--- src/rtl/problem_2_inverse.sv ---
`default_nettype none
// problem_2_inverse: scans ABCD 0..15 and streams every input whose Problem_2 output {Y1,Y2}
// equals the captured target, then pulses done with the match count. Rev 1.0.
module problem_2_inverse (
   input  logic       clk,
   input  logic       rst,
   input  logic       start,
   input  logic [1:0] target,
   output logic       busy,
   output logic       m_valid,
   output logic [3:0] m_abcd,
   input  logic       m_ready,
   output logic       done,
   output logic [4:0] match_count
);

   // Truth table of the forward function, one bit per ABCD value
   localparam logic [15:0] Y1_MASK = 16'h38F0;
   localparam logic [15:0] Y2_MASK = 16'h0036;

   typedef enum logic [1:0] {
      S_IDLE = 2'd0,
      S_SCAN = 2'd1,
      S_EMIT = 2'd2,
      S_DONE = 2'd3
   } state_t;

   state_t     state_q, state_d;
   logic [3:0] idx_q, idx_d;
   logic [1:0] target_q, target_d;
   logic [3:0] abcd_q, abcd_d;
   logic [4:0] count_q, count_d;
   logic       hit;

   always_ff @(posedge clk) begin
      if (rst) begin
         state_q  <= S_IDLE;
         idx_q    <= 4'd0;
         target_q <= 2'b00;
         abcd_q   <= 4'd0;
         count_q  <= 5'd0;
      end else begin
         state_q  <= state_d;
         idx_q    <= idx_d;
         target_q <= target_d;
         abcd_q   <= abcd_d;
         count_q  <= count_d;
      end
   end

   always_comb begin
      state_d  = state_q;
      idx_d    = idx_q;
      target_d = target_q;
      abcd_d   = abcd_q;
      count_d  = count_q;
      hit      = ({Y1_MASK[idx_q], Y2_MASK[idx_q]} == target_q);

      case (state_q)
         S_IDLE: begin
            if (start) begin
               target_d = target;
               idx_d    = 4'd0;
               count_d  = 5'd0;
               state_d  = S_SCAN;
            end
         end
         S_SCAN: begin
            if (hit) begin
               abcd_d  = idx_q;
               count_d = count_q + 5'd1;
               state_d = S_EMIT;
            end else if (idx_q == 4'd15) begin
               state_d = S_DONE;
            end else begin
               idx_d = idx_q + 4'd1;
            end
         end
         S_EMIT: begin
            // idx is never advanced past 15, so the last candidate goes straight to DONE
            if (m_ready) begin
               if (idx_q == 4'd15) begin
                  state_d = S_DONE;
               end else begin
                  idx_d   = idx_q + 4'd1;
                  state_d = S_SCAN;
               end
            end
         end
         S_DONE: begin
            state_d = S_IDLE;
         end
         default: begin
            state_d = S_IDLE;
         end
      endcase
   end

   assign busy        = (state_q != S_IDLE);
   assign m_valid     = (state_q == S_EMIT);
   assign done        = (state_q == S_DONE);
   assign m_abcd      = abcd_q;
   assign match_count = count_q;

endmodule
`default_nettype wire

--- config.mk ---
export PLATFORM = sky130hd
export DESIGN_NAME = problem_2_inverse
export DESIGN_NICKNAME = d
export VERILOG_FILES = /design/src/rtl/problem_2_inverse.sv
export SDC_FILE = /design/constraint.sdc
export NUM_CORES = 1
export LEC_CHECK = 0
export BUFFER_PORTS_ARGS = -buffer_cell sky130_fd_sc_hd__buf_2
export CAP_MARGIN = 20
export CORE_UTILIZATION = 23
export DETAILED_ROUTE_END_ITERATION = 8
export HOLD_SLACK_MARGIN = 0.06
export PLACE_DENSITY = 0.36
export SLEW_MARGIN = 30
export SYNTH_ARGS = -nofsm -noshare
export SYNTH_HDL_FRONTEND = slang
export SYNTH_SLANG_ARGS = --single-unit
--- constraint.sdc ---
create_clock -name clk -period 2.7 [get_ports clk]
set_input_delay 0.54 -clock clk [delete_from_list [all_inputs] [get_ports clk]]
set_output_delay 0.54 -clock clk [all_outputs]
set_load 0.02 [all_outputs]
==> flow_summary.ini, run 1 <==
[critical_path]
path_max_fanout = 8
r2r-start = state_q[0]
rrSetupSlack_ns = 0.44
critPathLaunchType = register
worst_ep_arrival_time_ns = 2.44
required_ns = 2.88
critPathKind = reg2reg
critPathCaptureType = register
startpoint = state_q[0]
reg2reg_depth = 9

[synthesis]
synth_compound_area_share_pct = 16.9
synth_seq_area_share_pct = 35.9
synth.distinct_cells = 35
netlist_instances = 120
synth-edff-count = 0
synth_top_family_by_area = simple AND/OR/NAND/NOR gates
ys.flop_type = dfxtp_1
synth_fp_nets = 134
yosys.area_share.simple_pct = 25.8
synth_area_um2 = 1060
yosysWarnings = 0
synth.avg_cell_area_um2 = 8.82
yosys.area_share.xor_xnor_pct = 3.31
synth.area.mux_share_pct = 4.73
synth_area_leaders = dfxtp_1, ha_1, mux2i_1
synth_async_sr_flop_share_pct = 0
synth_top_area_share_pct = 35.9
ys_ff_latch = 19
synthAdderAreaFrac_pct = 9.46
synth.largest_area_cell = dfxtp_1

[sta]
min_period_ns = 2.26
fin_skew_ns = 0.00324
rsz0062_at_grt = no
finalHoldViolations = 0
finalSetupViolCount = 0
fmax_mhz = 443
slew_headroom_pct = 78.8
tightest_slew_ns = 0.316
finalCritPeriodShare_pct = 83.6
maxSlewViolCount = 0
hold_ws_ns = 0.478
tns_ns = 0

[cts]
cts_hold_buf = 0
cts_buffers = 3
postCtsSetupBuffers = 0
cts.path.max_buffers = 2
numClockSinks = 19
clkTransAtPathRegs_ns = 0.08
cts_root_buf = clkbuf_8
cts_tree = built
worstSkewPairLatency_ns = 0.26
htreeDepth = 1
post_cts_resized = 0

[die]
start_util_pct = 24.1
std_cell_rows = 24
die_area_um2 = 4880
coreArea_um2 = 4380
io_pins = 18
die_h_um = 69.8
fp.dieW_um = 69.8

[global_route]
overflow = 0
grt_max_degree = 18
grt_pass1_vias = 804
grt_usage_pct = 10.3
antenna_found_initial = 0
grt_pass1_wl_mm = 3.86

[power]
p_int_mw = 0.653
p_sw_share_pct = 42.5
comb_power_share_pct = 48.7
vdd_drop_max_mv = 0.254
p_switching_mw = 0.482
power.density_nw_per_um2 = 918
pwr-share-clk_pct = 17.9
leakage_nw = 0.560
seqPwrFrac_pct = 33.4

[min_path]
hp-class = reg2reg

[drt]
routed_wl_mm = 2.30
routedWlPerCell_um = 12.1
drc = 0
vias = 882
drt-vias-per-instance = 4.64
first_iter_violations = 35
firstDrtPassIters = 4
ant_nets = 0

[outcome]
outcome = finished, final reports clean

[final_layout]
final_cell_mix = dfxtp_1, buf_2, nor2_1
instances_no_fill = 190
final_nets = 153
fillCellCount = 483
final_common_cell = dfxtp_1
layout-drive-gt1-share_pct = 21.7
insertedDiodeCount = 0
utilization_pct = 28.2
area_growth_pct = 16.8

[job]
drv_cap = 0

[placement]
dp_hpwl_mm = 1.77
post-place-cells = 186
port_buffers = 17
gp_congestion = 0.705
metrics by stage:
| step | power [mW] | setup WS [ns] | area, µm² |
|---|---|---|---|
| after floorplan | 0.832 | 0.639 | 1060 |
| after global placement | 0.950 | 0.502 | 1190 |
| after detailed placement | 0.942 | 0.477 | 1190 |
| after CTS | 1.16 | 0.444 | 1240 |
| after global routing | 1.24 | 0.218 | 1240 |
| final | 1.14 | 0.443 | 1240 |
Yosys cell counts, drive strengths merged, types with 2 or more instances:
| library cell | count |
|---|---|
| ha | 8 |
| nand2b | 2 |
| xor2 | 2 |
| a31oi | 6 |
| dfxtp | 19 |
| a21oi | 9 |
| nor3 | 2 |
| nor2b | 7 |
| nand4 | 2 |
| nand3 | 7 |
| inv | 6 |
| clkbuf | 2 |
| nand2 | 9 |
| xnor2 | 2 |
| nor2 | 12 |
| mux2i | 5 |
| and3 | 2 |
| o21ai | 5 |
power groups by stage:
stage	sequential (mW)	combinational (mW)	clock (mW)
global placement	0.388	0.562	0
finish	0.379	0.553	0.203
CTS	0.381	0.559	0.219
floorplan	0.382	0.450	0
detailed placement	0.388	0.554	0
global route	0.388	0.620	0.230
routing by layer:
metal / wire length (µm) / GRT usage (%)
met1: 1110 / 12.4
met2: 1110 / 16.7
met3: 66 / 3.63
met4: 17 / 4.00
met5: 0 / 0
worst max-delay path, cell delays in order, from the launching register on:
cell and delay, ns:
dfxtp_1 0.45, inv_1 0.12, ha_1 0.30, nor2b_4 0.17, nor3_4 0.32, a31oi_1 0.17
nor2b_1 0.16, ha_1 0.28, inv_1 0.04, a211oi_2 0.16
layout make-up:
cell class | instances | area [µm²] | area share, %
well taps | 52 | 65.1 | 5.26
clock buffers | 3 | 41.3 | 3.34
inverters | 6 | 22.5 | 1.82
clock inverters | 1 | 5.00 | 0.405
flip-flops and latches | 19 | 380 | 30.8
multi-input cells | 92 | 637 | 51.5
repair buffers | 17 | 85.1 | 6.88
worst min path at each step:
| stage | startpoint | endpoint | slack, ns | depth (start not counted) |
|---|---|---|---|---|
| 6_report | target_q[0] | target_q[0] | 0.48 | 2 |
| 5_1_grt | target_q[0] | target_q[0] | 0.51 | 2 |
| 4_1_cts | target_q[0] | target_q[0] | 0.49 | 2 |
| 3_5_place_dp | target_q[0] | target_q[0] | 0.47 | 2 |
| 3_3_place_gp | target_q[0] | target_q[0] | 0.47 | 2 |
| 2_1_floorplan | target_q[0] | target_q[0] | 0.45 | 2 |
cell families (layout without fill, tap and decap cells):
| logic type | after synthesis | count (layout) |
|---|---|---|
| mux | 5 | 5 |
| buf+inv | 9 | 27 |
| simple gates | 47 | 47 |
| fa+ha+maj | 8 | 8 |
| xor+xnor | 4 | 4 |
| flops | 19 | 19 |
| compound gates | 28 | 28 |
(Power assumes the default switching activity.)
==> run 2: changes to the inputs <==
Settings changed: ABC_AREA set to 1, PLACE_DENSITY 0.36 to 0.38.
Clock period 2.7 ns to 1.9 ns, I/O delays scaled along.
==> run 2 against run 1 <==
Effect of this change: sequential share of layout area down 6.1 points; cell count grew 38%; first-iteration DRC count grew 2.9%; area after synthesis is 6.6% higher; setup slack lost 0.38 ns; largest power group unchanged.
==> flow_summary.ini, run 2 <==
[final_layout]
layout-drive-gt1-share_pct = 33.7
fillCellCount = 506
final_common_cell = nand2_1
insertedDiodeCount = 0
area_growth_pct = 37.5
utilization_pct = 32.8
final_nets = 211
final_cell_mix = nand2_1, inv_1, dfxtp_1, buf_2

[synthesis]
yosys.area_share.simple_pct = 32.9
synthAdderAreaFrac_pct = 8.87
synthMostInstantiatedCell = nand2_1
synth-edff-count = 0
synth_async_sr_flop_share_pct = 0
synth_top_family_by_area = simple AND/OR/NAND/NOR gates
yosysWarnings = 0
synth_seq_area_share_pct = 33.7
synth_area_leaders = dfxtp_1, nand2_1, inv_1
synth_compound_area_share_pct = 11.4
synth_fp_nets = 177
ys.flop_type = dfxtp_1
synth.largest_area_cell = dfxtp_1
synth.avg_cell_area_um2 = 6.92
ys_ff_latch = 19
netlist_instances = 163
synth_commonest_cells = nand2_1, inv_1, dfxtp_1, nand3_1, a21oi_1
synth_top_area_share_pct = 33.7
yosys.area_share.xor_xnor_pct = 2.33
synth_area_um2 = 1130
synth.area.mux_share_pct = 0
synth.distinct_cells = 23

[cts]
cts_root_buf = clkbuf_8
numClockSinks = 19
clkTransAtPathRegs_ns = 0.08
cts_buffers = 3
worstSkewPairLatency_ns = 0.25
htreeDepth = 1
cts_tree = built
cts.path.max_buffers = 2

[drt]
first_iter_violations = 36
routedWlPerCell_um = 10.4
firstDrtPassIters = 4
vias = 1080
ant_nets = 0
drc = 0
drt-vias-per-instance = 4.11
routed_wl_mm = 2.74

[critical_path]
required_ns = 2.09
worst_ep_arrival_time_ns = 2.02
r2r-start = state_q[0]
reg2reg_depth = 14
rrSetupSlack_ns = 0.07
critPathLaunchType = register
critPathCaptureType = register
path_max_fanout = 4
critPathKind = reg2reg

[placement]
port_buffers = 17
dp_hpwl_mm = 2.05
gp_congestion = 0.861

[sta]
min_period_ns = 1.83
tightest_slew_ns = 0.337
slew_headroom_pct = 77.5
fmax_mhz = 546
maxSlewViolCount = 0
finalCritPeriodShare_pct = 96.4
fin_skew_ns = 0.00627
finalSetupViolCount = 0
tns_ns = 0
finalHoldViolations = 0

[die]
coreArea_um2 = 4720
start_util_pct = 23.9
die_area_um2 = 5190
die_h_um = 72.1
std_cell_rows = 25
io_pins = 18
fp.dieW_um = 72.1

[job]
drv_cap = 0

[power]
power.density_nw_per_um2 = 1500
leakage_nw = 0.736
vdd_drop_max_mv = 0.354

[global_route]
grt_max_degree = 12
grt_pass1_wl_mm = 4.49
grt_usage_pct = 11.2
antenna_found_initial = 0
overflow = 0
grt_pass1_vias = 979

[min_path]
whs_path_depth = 3
hold_end = target_q[1]
min_from = target[1]
hp-class = in2reg

[outcome]
outcome = finished, final reports clean
## run 2: changes by cell type in the layout (fill, tap and decap cells not counted), sizes merged, moves of 2 or more
cell / delta
inv: +22
and3: -2
xnor2: -2
mux2i: -5
buf: +15
nor2b: -7
nand3: +11
nand2: +32
o21ai: +3
nand2b: -2
a31oi: -6
a21oi: +4
## run 2: where the power goes
| part | leakage (nW) | switching (mW) | total [mW] | internal [mW] |
|---|---|---|---|---|
| registers | 0.156 | 0.0777 | 0.577 | 0.500 |
| logic | 0.557 | 0.858 | 1.47 | 0.608 |
| clock network | 0.0228 | 0.135 | 0.284 | 0.149 |
| total | 0.736 | 1.07 | 2.33 | 1.26 |
## run 2: cell type report
class                      instances  area [µm²]  area share (%)
multi-input combinational        113         733            47.3
sequential                        19         383            24.7
inverter                          28         105            6.77
timing repair buffer              32         201            13.0
tap                               67        83.8            5.40
clock buffer                       4        45.0            2.90
## run 2: what timing repair did
item                       in CTS  in global routing
hold endpoints to repair        0                  0
pin swaps                       2                 12
buffers inserted                1                  0
gates cloned                    0                  0
setup endpoints to repair       1                  2
hold buffers                    0                  0
gates resized for setup         4                 24
## run 2: cells by family after synthesis
logic type,after synthesis
and+or+nand+nor,78
buffers and inverters,31
AOI/OAI and AO/OA,24
DFF,19
adders and majority gates,8
xor gates and xnor gates,3
## run 2: how the worst max path moves through the flow
stage | slack (ns) | endpoint | depth (start not counted) | from
after floorplan | 0.004 | register | 13 | state_q[0]
after global placement | 0.007 | register | 13 | state_q[0]
after CTS | 0.001 | register | 14 | state_q[1]
after detailed placement | -0.05 | register | 13 | state_q[1]
final | 0.07 | register | 14 | state_q[0]
after global routing | -0.04 | register | 15 | state_q[1]
## run 2: stage by stage
stage | std cells | setup WS, ns | hold WS (ns) | power (mW) | instance area [µm²]
5_1_grt | 263 | -0.0384 | 0.414 | 2.56 | 1550
3_5_place_dp | 258 | -0.0524 | 0.460 | 1.80 | 1390
2_1_floorplan | 163 | 0.00377 | 0.444 | 1.41 | 1130
3_3_place_gp | 258 | 0.00687 | 0.455 | 1.80 | 1390
4_1_cts | 263 | 0.00113 | 0.392 | 2.17 | 1460
6_report | 263 | 0.0675 | 0.406 | 2.33 | 1550
## run 2: metal layers
| metal | up-vias | GRT usage, % | routed length, µm |
|---|---|---|---|
| met3 | 2 | 2.50 | 58 |
| met5 | - | 0 | 0 |
| met2 | 9 | 18.3 | 1370 |
| met1 | 485 | 13.7 | 1290 |
| met4 | 0 | 5.66 | 25 |
| li1 | 584 | - | - |
## run 2: critical path: stages (launching register included)
cell	delay (ns)
dfxtp_2	0.33
buf_4	0.14
ha_2	0.20
buf_4	0.15
nand3_4	0.11
nand2_2	0.09
nand2_2	0.09
nand2_2	0.07
nand2_2	0.08
inv_2	0.05
ha_4	0.25
inv_1	0.03
nand2_1	0.05
nand2_1	0.04
nor2_1	0.09
==> run 3: changes to the inputs <==
Settings changed: CTS_CLUSTER_DIAMETER set to 150, REMOVE_ABC_BUFFERS set to 1.
==> run 3 against run 2 <==
Effect of this change: sequential power about the same; highest routed layer unchanged; count of clock-buffer cells in the layout down 1; register-to-register slack about the same; cell area down 1.2%; maximum frequency down 0.41%; setup slack worse by 0.0075 ns; combinational power about the same; non-clock buffer count up 4; cell count up 1.5%; power down 0.18%; clock skew down 0.0018 ns.
==> flow_summary.ini, run 3 (same netlist as run 2, synthesis figures left out) <==
[placement]
port_buffers = 17
post-place-cells = 260
dp_hpwl_mm = 2.11
place_ws_ns = -0.0219
gp_congestion = 0.804

[die]
fp.dieW_um = 72.1
coreArea_um2 = 4720
die_area_um2 = 5190
std_cell_rows = 25
die_h_um = 72.1
io_pins = 18
start_util_pct = 23.9

[sta]
finalSetupViolCount = 0
fmax_mhz = 543
slew_headroom_pct = 81.0
fin_skew_ns = 0.00445
final.setup.worst_slack_ns = 0.0600
tightest_slew_ns = 0.285
maxSlewViolCount = 0
rsz0062_at_grt = yes
finalHoldViolations = 0
min_period_ns = 1.84
finalCritPeriodShare_pct = 96.8

[min_path]
hp-class = in2reg

[global_route]
grt_pass1_wl_mm = 4.58
overflow = 0
antenna_found_initial = 0
grt_usage_pct = 11.3
grt_max_degree = 12
grt_pass1_vias = 1030

[final_layout]
utilization_pct = 32.5
insertedDiodeCount = 0
layout-drive-gt1-share_pct = 33.5
final_nets = 215
area_growth_pct = 35.8
final_cell_mix = nand2_1, inv_1, buf_4
final_common_cell = nand2_1
instances_no_fill = 267

[power]
power_mw = 2.32
power.density_nw_per_um2 = 1510
leakage_nw = 0.753
vdd_drop_max_mv = 0.639

[critical_path]
critPathCaptureType = register
required_ns = 2.06
critPathLaunchType = register
path_max_fanout = 4
worst_ep_arrival_time_ns = 2.00
critPathKind = reg2reg

[cts]
cts_root_buf = clkbuf_8
cts_hold_buf = 0
clkTransAtPathRegs_ns = 0.07
cts_tree = built
numClockSinks = 19
worstSkewPairLatency_ns = 0.25
cts_buffers = 3
cts.path.max_buffers = 2
htreeDepth = 1

[drt]
firstDrtPassIters = 4
routed_wl_mm = 2.71
first_iter_violations = 29
routedWlPerCell_um = 10.2
drc = 0
drt-vias-per-instance = 4.14
vias = 1106
ant_nets = 0

[job]
drv_cap = 0

[outcome]
outcome = finished, final reports clean
[run 3: metrics by stage]
step	TNS [ns]	area (µm²)	hold slack, ns
floorplan	-0.104	1110	0.444
global placement	-0.0333	1400	0.454
detailed placement	-0.0219	1400	0.451
CTS	0	1460	0.400
global route	-0.0754	1530	0.439
finish	0	1530	0.405
[run 3: metal layers]
metal / vias up / GRT usage (%) / wire, µm
li1: 595 / - / -
met1: 490 / 13.6 / 1270
met2: 19 / 20.1 / 1330
met3: 2 / 3.33 / 94
met4: 0 / 1.96 / 15
met5: - / 0 / 0
[run 3: where the power goes]
group          total [mW]  internal (mW)  switching [mW]
sequential          0.580          0.500          0.0803
clock               0.280          0.146           0.135
combinational        1.46          0.629           0.832
total                2.32           1.27            1.05
[run 3: cell type report]
class,instances,area [µm²]
well taps,67,83.8
fillers,523,3190
flip-flops and latches,19,383
clock inverters,1,5.00
multi-input cells,113,683
repair buffers,36,231
inverters,28,105
clock buffers,3,41.3
[run 3: path summary, 6_finish.rpt]
path,start,to,slack [ns],cells past startpoint
max,state_q[1],register,0.06,14
min,target[1],target_q[1],0.41,3
max reg2reg,state_q[1],register,0.06,14
min reg2reg,m_abcd[2],m_abcd[2],0.46,2
[run 3: worst max-delay path, cell delays in order, from the launching register on]
cell,delay [ns]
dfxtp_2,0.36
inv_2,0.06
ha_4,0.17
buf_6,0.12
nor3_4,0.20
nor2_4,0.08
nand3_2,0.10
nand2_2,0.06
o21ai_2,0.06
nor2_1,0.06
ha_1,0.29
inv_1,0.05
nand2_1,0.04
nand2_1,0.05
nor2_1,0.03
[run 3: what timing repair did]
| item | 4_1_cts | 5_1_grt |
|---|---|---|
| buffers inserted | 0 | 3 |
| pin swaps | 0 | 9 |
| resized for setup | 5 | 16 |
| setup endpoints to repair | 1 | 2 |
